File: src/rtl/hilo_ctrl_pkg.sv
// hilo_ctrl_pkg: opcode constants, controller state and op-class helper shared by the controller and its ALU.
package hilo_ctrl_pkg;

    localparam logic [4:0] C_ADD_U = 5'd0;
    localparam logic [4:0] C_SUB_U = 5'd1;
    localparam logic [4:0] C_MUL_U = 5'd2;
    localparam logic [4:0] C_MUL_S = 5'd3;
    localparam logic [4:0] C_SLL   = 5'd4;
    localparam logic [4:0] C_SRL   = 5'd5;
    localparam logic [4:0] C_AND   = 5'd6;
    localparam logic [4:0] C_OR    = 5'd7;
    localparam logic [4:0] C_SLT   = 5'd8;
    localparam logic [4:0] C_BEQ   = 5'd9;
    localparam logic [4:0] C_MFHI  = 5'd16;
    localparam logic [4:0] C_MFLO  = 5'd17;

    typedef enum logic [1:0] {IDLE, EXEC, MWAIT, DONE} state_e;
    typedef enum logic [1:0] {CLS_ALU, CLS_MUL, CLS_MOVE, CLS_BAD} op_class_e;

    function automatic op_class_e op_class(input logic [4:0] op);
        return (op inside {C_MUL_U, C_MUL_S}) ? CLS_MUL :
               (op inside {[C_ADD_U:C_BEQ]}) ? CLS_ALU :
               (op inside {C_MFHI, C_MFLO}) ? CLS_MOVE : CLS_BAD;
    endfunction

endpackage

File: src/rtl/hilo_ctrl.sv
// hilo_ctrl: request/response sequencer for an external ALU, owning the architectural HI/LO registers.
module hilo_ctrl
    import hilo_ctrl_pkg::*;
#(
    parameter int WIDTH   = 32,
    parameter int MUL_LAT = 4
) (
    input  logic             clk,
    input  logic             rst,
    input  logic             req_valid,
    output logic             req_ready,
    input  logic [4:0]       req_op,
    input  logic [WIDTH-1:0] req_a,
    input  logic [WIDTH-1:0] req_b,
    input  logic [4:0]       req_shamt,
    output logic [WIDTH-1:0] alu_a,
    output logic [WIDTH-1:0] alu_b,
    output logic [4:0]       alu_shamt,
    output logic [4:0]       alu_opsel,
    input  logic [WIDTH-1:0] alu_result,
    input  logic [WIDTH-1:0] alu_result_hi,
    input  logic             alu_branch,
    output logic             rsp_valid,
    input  logic             rsp_ready,
    output logic [WIDTH-1:0] rsp_data,
    output logic             rsp_branch,
    output logic             rsp_err,
    output logic [WIDTH-1:0] hi,
    output logic [WIDTH-1:0] lo,
    output logic             busy
);

    localparam logic [3:0] CNT_INIT = 4'(MUL_LAT - 1);

    state_e           state_q;
    logic [3:0]       cnt_q;
    logic [WIDTH-1:0] a_q, b_q, hi_q, lo_q, data_q;
    logic [4:0]       sh_q, op_q;
    logic             br_q, err_q;

    always_ff @(posedge clk) begin
        if (rst) begin
            state_q <= IDLE;
            cnt_q   <= '0;
            a_q     <= '0;
            b_q     <= '0;
            sh_q    <= '0;
            op_q    <= '0;
            hi_q    <= '0;
            lo_q    <= '0;
            data_q  <= '0;
            br_q    <= 1'b0;
            err_q   <= 1'b0;
        end else begin
            case (state_q)
                IDLE: if (req_valid) begin
                    op_q  <= req_op;
                    a_q   <= req_a;
                    b_q   <= req_b;
                    sh_q  <= req_shamt;
                    br_q  <= 1'b0;
                    err_q <= 1'b0;
                    case (op_class(req_op))
                        CLS_ALU: state_q <= EXEC;
                        CLS_MUL: begin
                            state_q <= MWAIT;
                            cnt_q   <= CNT_INIT;
                        end
                        CLS_MOVE: begin
                            state_q <= DONE;
                            data_q  <= (req_op == C_MFHI) ? hi_q : lo_q;
                        end
                        default: begin
                            state_q <= DONE;
                            data_q  <= '0;
                            err_q   <= 1'b1;
                        end
                    endcase
                end
                EXEC: begin
                    state_q <= DONE;
                    data_q  <= alu_result;
                    br_q    <= (op_q == C_BEQ) && alu_branch;
                end
                // counter parks at zero, so MUL_LAT=1 gives a single MWAIT cycle
                MWAIT: if (cnt_q == '0) begin
                    state_q <= DONE;
                    hi_q    <= alu_result_hi;
                    lo_q    <= alu_result;
                    data_q  <= alu_result;
                end else begin
                    cnt_q <= cnt_q - 4'd1;
                end
                DONE: if (rsp_ready) state_q <= IDLE;
                default: state_q <= IDLE;
            endcase
        end
    end

    assign req_ready  = (state_q == IDLE);
    assign busy       = (state_q != IDLE);
    assign rsp_valid  = (state_q == DONE);
    assign alu_a      = a_q;
    assign alu_b      = b_q;
    assign alu_shamt  = sh_q;
    assign alu_opsel  = op_q;
    assign rsp_data   = data_q;
    assign rsp_branch = br_q;
    assign rsp_err    = err_q;
    assign hi         = hi_q;
    assign lo         = lo_q;

endmodule

File: config.mk
export PLATFORM = sky130hd
export DESIGN_NAME = hilo_ctrl
export DESIGN_NICKNAME = d
export VERILOG_FILES = /design/src/rtl/hilo_ctrl_pkg.sv /design/src/rtl/hilo_ctrl.sv
export SDC_FILE = /design/constraint.sdc
export NUM_CORES = 1
export LEC_CHECK = 0
export BUFFER_PORTS_ARGS = -buffer_cell sky130_fd_sc_hd__buf_2
export CAP_MARGIN = 20
export CORE_ASPECT_RATIO = 2
export CORE_MARGIN = 2
export CORE_UTILIZATION = 42
export CTS_CLUSTER_SIZE = 24
export DETAILED_ROUTE_END_ITERATION = 16
export PLACE_DENSITY = 0.88
export SKIP_LAST_GASP = 1
export SYNTH_ARGS = -nofsm -noshare
export SYNTH_HDL_FRONTEND = slang
export SYNTH_SLANG_ARGS = --single-unit
File: constraint.sdc
create_clock -name clk -period 1.9 [get_ports clk]
set_input_delay 0.095 -clock clk [delete_from_list [all_inputs] [get_ports clk]]
set_output_delay 0.095 -clock clk [all_outputs]
set_load 0.01 [all_outputs]
==> impl_metrics.env <==
export IMPL_drtIter0Drc=435
export IMPL_dp_hpwl_um=16000
export IMPL_fin_area_um2=11000
export IMPL_die_y_um=187
export IMPL_cap_viol_max_count=0
export IMPL_netlist_area_leader_share_pct=50.6
export IMPL_cp_end_kind="flop"
export IMPL_ys_ff_latch=178
export IMPL_wl_um=28200
export IMPL_relSlewSlack_pct=68.0
export IMPL_drc=0
export IMPL_ioPinCount=318
export IMPL_p_leak_nw=4.94
export IMPL_synth_fp_nets=1019
export IMPL_grt_usage_pct=30.9
export IMPL_dp_slack_ns=-0.0586
export IMPL_worst_slew_pin_slew_ns=0.480
export IMPL_core_region_area_um2=16600
export IMPL_cts_tree="built"
export IMPL_synth_top_area_cell="dfxtp_1"
export IMPL_final_max_slew_viol_count=0
export IMPL_final_hold_violation_count=0
export IMPL_critPathLaunchType="input pin"
export IMPL_cts_root_buf="clkbuf_16"
export IMPL_nets=1444
export IMPL_clock_skew_ns=0.00940
export IMPL_ys_types=32
export IMPL_drt_pass1_iter_count=5
export IMPL_synth_cells=868
export IMPL_ant_nets=0
export IMPL_whs_ns=0.0617
export IMPL_syn_area_um2=7050
export IMPL_grt_setup_unrepaired="true"
export IMPL_htreeDepth=4
export IMPL_grt_first_pass_wirelength_um=43400
export IMPL_outcome="complete, no violations"
export IMPL_syn2layout_area_growth_pct=56.1
export IMPL_fin_crit_sh_pct=97.1
export IMPL_syn_area_per_cell_um2=8.12
export IMPL_netlist_top_cells_area="dfxtp_1, nand2_1, a21oi_1"
export IMPL_via_per_inst=5.52
export IMPL_cts_buffer_depth=2
export IMPL_ys_flop_type="dfxtp_1"
export IMPL_holdPathStages=5
export IMPL_hold_path_class="in -> reg"
export IMPL_post_drt_wl_per_cell_um=18.6
export IMPL_drive_gt1_share_pct=30.6
export IMPL_clkLatencyLatePin_ns=0.43
export IMPL_cts_made_buffers=17
export IMPL_initial_core_util_pct=42.5
export IMPL_clock_sinks=178
export IMPL_fin_util_pct=66.3
export IMPL_power_mw=15.2
export IMPL_grt_max_degree=102
export IMPL_required_ns=2.26
export IMPL_path_max_fanout=7
export IMPL_die_w_um=95.6
export IMPL_period_needed_ns=1.85
export IMPL_power_density_nw_per_um2=1380
export IMPL_arrival_ns=2.20
export IMPL_yosysSeqAreaShare_pct=50.6
export IMPL_io_buffer_count=317
export IMPL_max_vdd_ir_drop_mv=1.06
export IMPL_num_rows=67
export IMPL_synth_edf_count=0
export IMPL_critical_path_cell_chain="dlygate4sd3_1, buf_2, or3b_1, o32a_1, or4_1, a21oi_1"
export IMPL_cpPeakStageDelay_ns=0.54
export IMPL_clock_fmax_ghz=0.542
export IMPL_slowest_stage="dlygate4sd3_1"
export IMPL_yosysWarnings=0
export IMPL_clk_pin_slew_ns=0.07
export IMPL_dieArea_um2=17900
export IMPL_grt_pass1_vias=8563
export IMPL_grt_antenna_before_repair=1
export IMPL_setup_viol_count_final=0
export IMPL_dpl_cell_area_um2=8940
export IMPL_r2r_worst_path_cells=8
export IMPL_crit_type="in -> reg"
export IMPL_place_congestion=0.853
export IMPL_async_flop_share_pct=0
export IMPL_worst_slack_ns=0.0543
export IMPL_vias=8349
export IMPL_gr_total_overflow=0
-- final cells by class --
class / instances / area (µm²)
fillers: 1171 / 5600
repair buffers: 481 / 3320
flip-flops and latches: 178 / 3570
diodes: 1 / 2.50
clock inverters: 14 / 154
clock buffers: 17 / 425
multi-input cells: 607 / 3250
inverters: 8 / 30.0
well taps: 207 / 259
-- flip-flops by register name, summed over array words and instances, names as in the netlist --
signal / count
lo: 32
alu_shamt: 5
hi: 32
state_q: 2
alu_b: 32
rsp_branch: 1
rsp_err: 1
alu_a: 32
rsp_data: 32
alu_opsel: 5
cnt_q: 4
-- stage by stage --
| step | setup TNS (ns) | cells |
|---|---|---|
| finish | 0 | 1513 |
| CTS | -0.000622 | 1512 |
| global placement | 0 | 1341 |
| detailed placement | -0.834 | 1341 |
| global route | -0.187 | 1513 |
| floorplan | -0.230 | 868 |
-- critical path: cells and delay by family --
| kind | cells | cell delay (ns) |
|---|---|---|
| simple gates | 2 | 0.89 |
| buf+inv | 2 | 0.71 |
| compound gates | 2 | 0.52 |
-- routing by layer --
layer  global-route usage, %  routed length [µm]  part of all wire, %  up-vias
li1                        -                   -                    -     3784
met1                    32.9                9880                   35     3857
met2                    52.2               14000                   50      580
met3                    8.10                2610                  9.3      128
met4                    19.9                1740                  6.2        0
met5                       0                   0                    0        -
-- path summary, 6_finish.rpt --
path / from / end / slack [ns]
setup / recovery: req_op[3] / cnt_q[3]$_SDFFE_PP0P_ / 0.05
hold / removal: alu_branch / rsp_branch$_SDFFE_PP0P_ / 0.06
setup reg to reg: cnt_q[0]$_SDFFE_PP0P_ / rsp_data[12]$_SDFFE_PP0P_ / 0.05
hold reg to reg: alu_a[18]$_SDFFE_PP0P_ / alu_a[18]$_SDFFE_PP0P_ / 0.45
-- synthesized netlist by cell type, types with 2 or more instances --
master	instances
a21oi_1	177
buf_2	8
a31oi_1	2
nand3_1	5
buf_1	9
and2_1	2
nor2b_1	2
dfxtp_1	178
or3b_2	2
mux2i_1	35
nor2_1	11
inv_1	8
ha_1	8
a211oi_1	33
o21ai_0	4
a2bb2oi_1	32
nand2_1	280
clkbuf_1	58
-- cells by family after synthesis --
logic type / share of synthesized area, %
AND/OR/NAND/NOR: 17.3
flip-flops: 50.6
multiplexers: 4.97
AO/OA/AOI/OAI: 21.2
adder cells (fa/ha/maj): 1.42
buffers and inverters: 4.56
-- repair_timing --
item,4_1_cts,5_1_grt
setup endpoints to repair,32,89
pin swaps,1,10
cloned,2,0
gates resized for setup,4,16
hold buffers,135,0
hold endpoints to repair,135,0
buffers inserted,3,1
-- placed cells by master, fill, tap and decap left out, drive strengths merged, types with 2 or more instances in the layout --
cell,synthesis,routed
clkinvlp,0,3
a21oi,177,177
o21ai,4,4
clkinv,0,4
nor2b,2,2
mux2i,35,35
ha,8,8
dfxtp,178,178
a211oi,33,33
and2,3,3
buf,17,345
clkbuf,58,17
bufinv,0,2
nor2,11,11
nand3,5,5
dlygate4sd3,0,135
a31oi,2,2
inv,8,13
nand2,280,280
or3b,3,3
a2bb2oi,32,32
-- power breakdown --
part           switching, mW  internal, mW  leakage, nW
logic                   3.73          2.64         3.21
registers              0.627          4.64         1.46
clock network           1.57          1.95        0.277
Power figures use the tool's default switching activity.
